===== src/rtl/ir_regiester.sv =====
// rtl/ir_regiester.sv - instruction register, program counter and address select datapath
module ir_regiester #(
  parameter int DATA_W = 8,
  parameter int ADDR_W = 5
) (
  input  logic                       clock,
  input  logic                       Reset,
  input  logic                       IRload,
  input  logic                       JMPmux,
  input  logic                       PCload,
  input  logic                       Meminst,
  output logic [DATA_W-ADDR_W-1:0]   IR,
  output logic [DATA_W-1:0]          Q_IR,
  input  logic [DATA_W-1:0]          Q_ram,
  output logic [ADDR_W-1:0]          D_PC,
  output logic [ADDR_W-1:0]          Q_Incr,
  output logic [ADDR_W-1:0]          Q_PC,
  output logic [ADDR_W-1:0]          Q_Meminst
);

  localparam int OP_W = DATA_W - ADDR_W;

  logic [ADDR_W-1:0] addr_field;

  assign IR         = Q_IR[DATA_W-1 -: OP_W];
  assign addr_field = Q_IR[ADDR_W-1:0];

  // Address-width add wraps naturally at 2**ADDR_W
  assign Q_Incr = Q_PC + {{(ADDR_W-1){1'b0}}, 1'b1};

  // Next-PC select; an unknown JMPmux falls to the increment path
  always_comb begin
    D_PC = Q_Incr;
    if (JMPmux == 1'b1) begin
      D_PC = addr_field;
    end else begin
      D_PC = Q_Incr;
    end
  end

  // Memory address select; an unknown Meminst falls to the PC path
  always_comb begin
    Q_Meminst = Q_PC;
    if (Meminst == 1'b1) begin
      Q_Meminst = addr_field;
    end else begin
      Q_Meminst = Q_PC;
    end
  end

  // Instruction register: reset wins over load, otherwise hold
  always_ff @(posedge clock) begin
    if (Reset) begin
      Q_IR <= '0;
    end else if (IRload == 1'b1) begin
      Q_IR <= Q_ram;
    end
  end

  // Program counter: D_PC sees the pre-edge Q_IR, so a jump lags an IR load by one cycle
  always_ff @(posedge clock) begin
    if (Reset) begin
      Q_PC <= '0;
    end else if (PCload == 1'b1) begin
      Q_PC <= D_PC;
    end
  end

endmodule


===== config.mk =====
export PLATFORM = sky130hd
export DESIGN_NAME = ir_regiester
export DESIGN_NICKNAME = d
export VERILOG_FILES = /design/src/rtl/ir_regiester.sv
export SDC_FILE = /design/constraint.sdc
export NUM_CORES = 1
export LEC_CHECK = 0
export ABC_AREA = 0
export CAP_MARGIN = 0
export CORE_MARGIN = 2
export CORE_UTILIZATION = 30
export DETAILED_ROUTE_END_ITERATION = 8
export DONT_BUFFER_PORTS = 1
export PLACE_DENSITY_LB_ADDON = 0.3
export SYNTH_ARGS = -nofsm -noshare
export SYNTH_HDL_FRONTEND = slang
export SYNTH_SLANG_ARGS = --single-unit
export TNS_END_PERCENT = 5

===== constraint.sdc =====
create_clock -name clock -period 1.5 [get_ports clock]
set_input_delay 0.225 -clock clock [delete_from_list [all_inputs] [get_ports clock]]
set_output_delay 0.225 -clock clock [all_outputs]
set_load 0.01 [all_outputs]

-- After elaboration in Yosys (flattened, before gate mapping)
Index checks and enable logic that the tools add are counted.
- bitwise logic cells: 0
- $add $sub $neg: 1
- reduce and logical (&&, ||, !) cells: 0
- eq/ne operators: 0
- order comparisons: 0
- shift-type cells: 0
- divide/modulo/power cells: 0
- multiply operators: 0
- muxes and demuxes: 2
- operators by type and width (cell ; number):
    $mux 5 ; 2
    $add 5x1->5 const B ; 1
- RAM bits: 0
- latch bits: 0
- output and inout port bits: 31
- bits of input ports: 14
- ROM bits: 0
- memories: 0
- register bits after elaboration: 13

-- Longest topological paths before layout
Gate-level depths: netlist of run 1.
- depth in word-level cells: 2
- depth in mapped cells: 4
- mapped depth without buffers: 4

-- Least setup slack after synthesis of run 1
Ideal clock, no wire load.
- path kind: register to output
- start point: reg Q_PC[0]
- end point: out D_PC[4]
- arrival: 1308 ps
- required time: 1275 ps
- path buffers: 0
- cell stages (with the launch flop): 5
- setup slack: -33 ps
- cell sequence: dfxtp_1 > ha_1 > nand3_2 > xnor2_1 > mux2_2
- cells in the longest elaborated chain, start to end: 2
- ends and longest elaborated chain (element ; line ; source):
    start: declaration ; 17 ; output logic [ADDR_W-1:0] Q_PC,
    start signal: assignment ; 63 ; Q_PC <= '0;
    start signal: assignment ; 65 ; Q_PC <= D_PC;
    $add 5x1->5 ; 29 ; assign Q_Incr = Q_PC + {{(ADDR_W-1){1'b0}}, 1'b1};
    via Q_Incr[4] ; 16 ; output logic [ADDR_W-1:0] Q_Incr,
    $mux 5 ; 34 ; if (JMPmux == 1'b1) begin
    end: declaration ; 15 ; output logic [ADDR_W-1:0] D_PC,
The timed path passes the listed nets, and every way through them passes these cells.

-- Worst setup path after layout of run 1
- start point: reg Q_PC[0]
- end point: out D_PC[4]
- cells in the longest elaborated chain, start to end: 2
- ends and longest elaborated chain (element ; line):
    $add 5x1->5 ; 29
    $mux 5 ; 34
No other way between the ends.

==> results.md, run 1 <==
- Result of the run: finished, violations left
- Violations in the final reports: setup timing
- VDD IR-drop max: 0.0004959 V
- Largest net degree at the start of global routing: 16
- Post-route worst setup slack: -0.06835 ns
- Number of synthesized flops with an enable pin: 0
- Cells along the critical path: ha_4 -> nand3_4 -> xnor2_2 -> mux2_4
- Final number of setup-violating endpoints: 2
- Cell type with the highest aggregate area in the netlist: sky130_fd_sc_hd__dfxtp_1
- Final core utilization: 38.85%
- Post-Route Skew: 0.004315 ns
- Top post-synthesis cells by area: sky130_fd_sc_hd__dfxtp_1 36%, sky130_fd_sc_hd__mux2i_1 12%, sky130_fd_sc_hd__mux2_1 7.8%
- Post-route DRC: 0
- Post-detailed-routing wire length: 1818 um
- Most used DFF post-synth: sky130_fd_sc_hd__dfxtp_1
- Number of sinks on the clock net: 13
- Number of placed I/O pins: 45
- Worst EP arrival: 1.34 ns
- Syn-to-layout area delta: 21.11%
- R2r worst-path depth: 4
- Count of buffer and inverter cells on the critical path: 0
- Number of global-route vias before repair: 621
- Global-route wire length before repair: 2822 um
- Cell area after synthesis: 723.2 sq um
- Final hold vios: 0
- Fraction of layout cells with a size suffix above 1: 28.92%
- Origin of the worst min-delay path: Q_ram[6]
- Initial drt markers: 1
- Final GP Congestion: 0.6716
- Share of Yosys cell area claimed by the top area cell type: 35.99%
- Number of antenna violations at the first check in global routing: 0
- Distinct cell type count of the synthesized netlist: 25
- Reg2Reg Launch Point: Q_PC[0]
- # diodes: 0
- Inserted Clock Buffers: 3
- Clock tree from TritonCTS: yes
- Initial standard-cell utilization of the core: 32.08%
- #FFs+latches synth: 13
- Critical Setup Path Class: reg2out
- Total die area: 0.002820 sq mm
- Number of nets in the synthesized netlist: 92
- CP Capture Type: primary output
- HP Class: in2reg
- Router iterations before antenna repair: 4
- Highest net fanout along the worst path: 3
- Core Footprint: 0.002255 sq mm
- Worst hold path cell count: 2
- Gr ovfl total: 0
- Die extent in x: 53.10 um
- Routed WL per cell: 16.38 um
- Hold EP: Q_IR[6]
- Type of element launching the critical path: flip-flop
- Share of synthesized registers carrying an async set or reset: 0%
- Required time of the worst setup path: 1.27 ns
- Number of nets in the layout: 99
- Fmax: 637.6 MHz
- Most numerous cell in the Yosys netlist: sky130_fd_sc_hd__dfxtp_1
- Maximum level of the CTS H-tree: 1
- Leading cell types by count after synthesis: 13 x sky130_fd_sc_hd__dfxtp_1, 9 x sky130_fd_sc_hd__mux2i_1, 9 x sky130_fd_sc_hd__nor2_1, 5 x sky130_fd_sc_hd__mux2_1, 4 x sky130_fd_sc_hd__a31oi_1
- Avg Inst Size Synth: 9.392 sq um
- Worst Hold Slack: 0.09399 ns
- Max Buffers Root-to-Sink: 2
- Number of port buffers: 0
- Syn. warnings: 0
- Synthesized instance count: 77
- Max Transition Viols Final: 0
- Setup repair after global routing missed its margin: true
- Seq/Total Area, Yosys: 35.99%
- Worst-margin pin slew: 0.5510 ns
- Leakage power summed over all cells: 0.0003718 uW
- Worst max-slew margin expressed relative to the limit: 63.15%
- Vias/cell: 5.369
- Reg2Reg Capture Point: Q_PC[1]
- Final clock period utilization by the worst path: 104.6%
- Total half-perimeter wirelength after legalization and detailed placement: 1336 um
- Total power per unit cell area: 840.4 mW/mm^2
- Total global routing track utilization: 14.26%
- Cell family with the largest share of critical-path delay: flip-flops
- FF-to-FF setup slack: 0.27 ns
- Post-CTS clock slew at the launch and capture registers of the worst setup and hold paths: 0.09 ns
- Vertical die dimension: 53.10 um
- Max Cap Viol: 0
- DR vias: 596
- Largest stage delay on the critical path: 0.36 ns
- Slowest library cell on the worst path: sky130_fd_sc_hd__dfxtp_2
- Worst skew pair latency: 0.28 ns
- CTS Root Buffer Type: sky130_fd_sc_hd__clkbuf_4
- DRT antenna net count: 0
- Rows: 17
- Min Tclk post-route: 1.568 ns
-- stage by stage --
step | area [sq um] | setup slack, ns | std cells | setup TNS (ns) | total power, uW
after CTS | 860.8 | -0.09165 | 111 | -0.1808 | 748.4
final | 875.8 | -0.06835 | 111 | -0.1305 | 736.0
after detailed placement | 779.5 | 0.1290 | 105 | 0 | 502.6
after floorplan | 733.2 | 0.01116 | 77 | 0 | 496.0
after global routing | 875.8 | -0.1400 | 111 | -0.2975 | 789.8
after global placement | 779.5 | 0.1688 | 105 | 0 | 498.8
-- worst register-to-register path: stages, from the launching register on --
cell	delay, ns
sky130_fd_sc_hd__dfxtp_2	0.34
sky130_fd_sc_hd__ha_4	0.25
sky130_fd_sc_hd__mux2_2	0.30
sky130_fd_sc_hd__mux2i_1	0.14
sky130_fd_sc_hd__nor2_1	0.05
-- cell usage in the layout (no fill, tap or decap), drive strengths merged --
cell type    instances
a21oi                2
a31oi                4
and2                 1
buf                  8
clkbuf               3
clkinv               1
dfxtp               13
dlygate4sd3          1
ha                   1
inv                  1
mux2                 8
mux2i                9
nand2                2
nand2b               3
nand3                2
nand3b               2
nor2                 9
nor2b                2
nor3b                1
o211ai               1
o21a                 1
o21ai                3
or3                  2
xnor2                2
xor2                 1
-- how the worst max path moves through the flow --
stage / start / end / slack, ns / depth (start not counted)
2_1_floorplan: Q_PC[0] / D_PC[4] / 0.01 / 4
3_3_place_gp: Q_PC[0] / D_PC[4] / 0.17 / 4
3_5_place_dp: Q_PC[0] / D_PC[4] / 0.13 / 4
4_1_cts: Q_PC[1] / D_PC[4] / -0.09 / 4
5_1_grt: Q_PC[0] / D_PC[4] / -0.14 / 4
6_report: Q_PC[0] / D_PC[4] / -0.07 / 4
-- layer usage --
layer	vias up	track usage, %	routed length [um]
li1	279	-	-
met1	276	14.99	737
met2	41	24.38	836
met3	0	8.757	244
met4	0	2.564	0
met5	-	0	0
-- sequential cells by signal, summed over array words and instances (netlist names) --
name and flops:
Q_IR 8, Q_PC 5
-- timing repair --
action,CTS,global route
endpoints found under the setup margin,5,5
endpoints found under the hold margin,13,0
setup buffers,1,0
gates cloned,0,0
pin swaps,1,1
hold buffers,1,0
resized for setup,9,2
-- cells by family (layout without fill, tap and decap cells) --
group | after synthesis | in the layout | share of synthesized area, %
AOI/OAI and AO/OA | 11 | 11 | 8.996
xor gates and xnor gates | 3 | 3 | 3.634
and+or+nand+nor | 24 | 24 | 18.51
adders and majority gates | 1 | 1 | 1.730
DFF | 13 | 13 | 35.99
buffers and inverters | 8 | 14 | 6.227
muxes | 17 | 17 | 24.91
-- cell type report --
| class | count | area [sq um] |
|---|---|---|
| Tap cell | 28 | 35.03 |
| Timing Repair Buffer | 9 | 73.82 |
| Sequential cell | 13 | 264.0 |
| Clock inverter | 1 | 5.005 |
| Clock buffer | 3 | 22.52 |
| Fill cell | 244 | 1379 |
| Inverter | 1 | 3.754 |
| Multi-Input combinational cell | 56 | 471.7 |
-- power by group --
group | switching, uW | internal, uW
combinational | 56.7 | 60.7
sequential | 32.0 | 364
clock | 123 | 98.9
total | 212 | 524
Power figures use the tool's default switching activity.
==> run 2: changes to the inputs <==
Settings changed: GPL_TIMING_DRIVEN set to 1, TNS_END_PERCENT 5 to 50.
Clock period 1.5 ns to 2.04 ns, I/O delays scaled along.
==> run 2 against run 1 <==
Compared with the run above:
- the flow now finishes without violations
- critical path depth did not move
- count of clock-buffer cells in the layout did not move
- sequential power fell by 26%
- critical path type unchanged
- critical endpoint unchanged
- highest routed layer is now met4
==> results.md, run 2 (same netlist as run 1, synthesis figures left out) <==
- Worst skew pair latency: 0.28 ns (about the same)
- Vias/cell: 5.223 (-2.7%)
- Switching power total: 146.1 uW (-31%)
- Number of buffers inserted by post-CTS setup repair: 0 (-1)
- Post-Route Skew: 0.003872 ns (-0.0004430 ns)
- Final hold vios: 0 (unchanged)
- Die extent in x: 53.10 um (unchanged)
- Most common cell after layout, fill and taps aside: sky130_fd_sc_hd__dfxtp_1
- Number of buffers inserted for hold repair after clock tree synthesis: 0 (-1)
- Routed WL per cell: 16.26 um (-0.71%)
- Worst max-slew margin expressed relative to the limit: 76.41% (+13 points)
- Initial standard-cell utilization of the core: 32.08% (unchanged)
- Max Cap Viol: 0 (unchanged)
- CP Capture Type: primary output
- Vertical die dimension: 53.10 um (unchanged)
- Number of port buffers: 0 (unchanged)
- Post-route DRC: 0 (unchanged)
- Max Transition Viols Final: 0 (unchanged)
- # diodes: 0 (unchanged)
- Worst-margin pin slew: 0.3533 ns (-0.1977 ns)
- Sequential group share of total power: 56.9% (+3.0 points)
- Total die area: 0.002820 sq mm (unchanged)
- Design internal power: 371.0 uW (-29%)
- Final GP Congestion: 0.7141 (+6.3%)
- HP Class: in2reg
- Gate power share: 11.5% (-4.5 points)
- Wire length on met3: 245 um (+0.41%)
- Highest net fanout along the worst path: 5 (+2)
- Worst EP arrival: 1.65 ns (+0.31 ns)
- Total global routing track utilization: 12.76% (-1.5 points)
- Total length of routed met2 wires: 705 um (-16%)
- Post-detailed-routing wire length: 1675 um (-7.9%)
- DRT antenna net count: 0 (unchanged)
- Rows: 17 (unchanged)
- Top routing layer in use: met4
- Inserted Clock Buffers: 3 (unchanged)
- Max Buffers Root-to-Sink: 2 (unchanged)
- Gr ovfl total: 0 (unchanged)
- Number of antenna violations at the first check in global routing: 0 (unchanged)
- Core Footprint: 0.002255 sq mm (unchanged)
- DR vias: 538 (-9.7%)
- Syn-to-layout area delta: 3.979%
- Resize count post-CTS: 0 (-9)
- Switching share of power: 28.26% (-0.54 points)
- Number of placed I/O pins: 45 (unchanged)
- Final clock period utilization by the worst path: 95.85%
- Met1 wire length: 709 um (-3.8%)
- Most frequent cells in the layout: 13 x sky130_fd_sc_hd__dfxtp_1, 9 x sky130_fd_sc_hd__mux2i_1, 9 x sky130_fd_sc_hd__nor2_1
- Global-route wire length before repair: 2456 um (-13%)
- Initial drt markers: 3 (+2)
- Number of global-route vias before repair: 496 (-20%)
- Post-route worst setup slack: 0.08472 ns (+0.1531 ns)
- Largest net degree at the start of global routing: 16 (unchanged)
- Reg with most FFs: Q_IR
- Critical Setup Path Class: reg2out
- Max reg flops: 8 (unchanged)
- Leakage power summed over all cells: 0.0003049 uW (-18%)
- VDD IR-drop max: 0.0003108 V (-37%)
- CTS Root Buffer Type: sky130_fd_sc_hd__clkbuf_4
- Number of nets in the layout: 91 (-8.1%)
- Number of sinks on the clock net: 13 (unchanged)
- Total half-perimeter wirelength after legalization and detailed placement: 1207 um (-9.7%)
- Required time of the worst setup path: 1.73 ns (+0.46 ns)
- FF-to-FF setup slack: 0.56 ns (+0.29 ns)
- Setup repair after global routing missed its margin: false
- Final number of setup-violating endpoints: 0 (-2)
- Fraction of power consumed by the clock network: 31.6% (+1.4 points)
- Post-CTS clock slew at the launch and capture registers of the worst setup and hold paths: 0.08 ns (about the same)
- Dpl ws: 0.3998 ns (+0.2708 ns)
- Type of element launching the critical path: flip-flop
- Result of the run: finished clean
- Clock tree from TritonCTS: yes
- Router iterations before antenna repair: 4 (unchanged)
- Min Tclk post-route: 1.955 ns
- Maximum level of the CTS H-tree: 1 (unchanged)
- Fraction of layout cells with a size suffix above 1: 13.33% (-16 points)
- Final sum of negative setup slack: 0 ns (+0.1305 ns)
- Total power per unit cell area: 687.7 mW/mm^2 (-18%)
- Fmax: 511.4 MHz
- Registers with the most flip-flops: Q_IR x8, Q_PC x5
run 2: cell types whose count changed in the layout (fill, tap and decap cells not counted):
cell / previous run / this run
sky130_fd_sc_hd__buf_6: 1 / 0
sky130_fd_sc_hd__dlygate4sd3_1: 1 / 0
sky130_fd_sc_hd__dfxtp_1: 10 / 13
sky130_fd_sc_hd__nand3_2: 0 / 2
sky130_fd_sc_hd__mux2_4: 3 / 0
sky130_fd_sc_hd__nand3_4: 2 / 0
sky130_fd_sc_hd__ha_1: 0 / 1
sky130_fd_sc_hd__buf_4: 7 / 1
sky130_fd_sc_hd__ha_4: 1 / 0
sky130_fd_sc_hd__xnor2_2: 2 / 0
sky130_fd_sc_hd__xnor2_1: 0 / 2
sky130_fd_sc_hd__mux2_2: 1 / 3
sky130_fd_sc_hd__dfxtp_2: 3 / 0
sky130_fd_sc_hd__mux2_1: 4 / 5
run 2: power by group through the flow:
| stage | combinational (uW) | sequential (uW) | clock [uW] |
|---|---|---|---|
| 6_report | 59.6 | 294 | 163 |
| 3_5_place_dp | 60.2 | 300 | 0 |
| 4_1_cts | 60.5 | 295 | 173 |
| 3_3_place_gp | 59.2 | 300 | 0 |
| 5_1_grt | 65.9 | 298 | 180 |
| 2_1_floorplan | 70.8 | 293 | 0 |
run 2: through the flow:
stage / utilization, % / power (uW) / cells / hold slack (ns) / cell area, sq um
floorplan: - / 363.5 / 77 / 0.3751 / 723.2
global placement: 32.13 / 359.3 / 99 / 0.3776 / 724.4
detailed placement: 32.13 / 360.6 / 99 / 0.3787 / 724.4
CTS: 33.35 / 527.7 / 103 / 0.06772 / 752.0
global route: 33.35 / 544.0 / 103 / 0.06289 / 752.0
finish: 33.35 / 517.2 / 103 / 0.08182 / 752.0
run 2: per-layer routing:
layer	global-route usage (%)	vias up
li1	-	264
met1	14.92	240
met2	18.33	32
met4	3.846	0
met3	9.040	2
met5	0	-
run 2: worst paths after layout:
path,start,end,cells after the start
hold / removal,Reset,Q_IR[0],1
setup reg to reg,Q_PC[1],Q_PC[4],4
setup / recovery,Q_PC[1],D_PC[4],4
hold reg to reg,Q_IR[0],Q_IR[0],2
run 2: worst max-delay path: stages, from the launching register on:
cell	delay, ns
sky130_fd_sc_hd__dfxtp_1	0.48
sky130_fd_sc_hd__ha_1	0.30
sky130_fd_sc_hd__nand3_2	0.12
sky130_fd_sc_hd__xnor2_1	0.17
sky130_fd_sc_hd__mux2_2	0.30
run 2: area by class of cell:
cell class	instances	area (sq um)
Tap cell	28	35.03
Timing Repair Buffer	1	7.507
Clock buffer	3	22.52
Sequential cell	13	260.3
Inverter	1	3.754
Multi-Input combinational cell	56	417.9
Clock inverter	1	5.005
Fill cell	257	1503
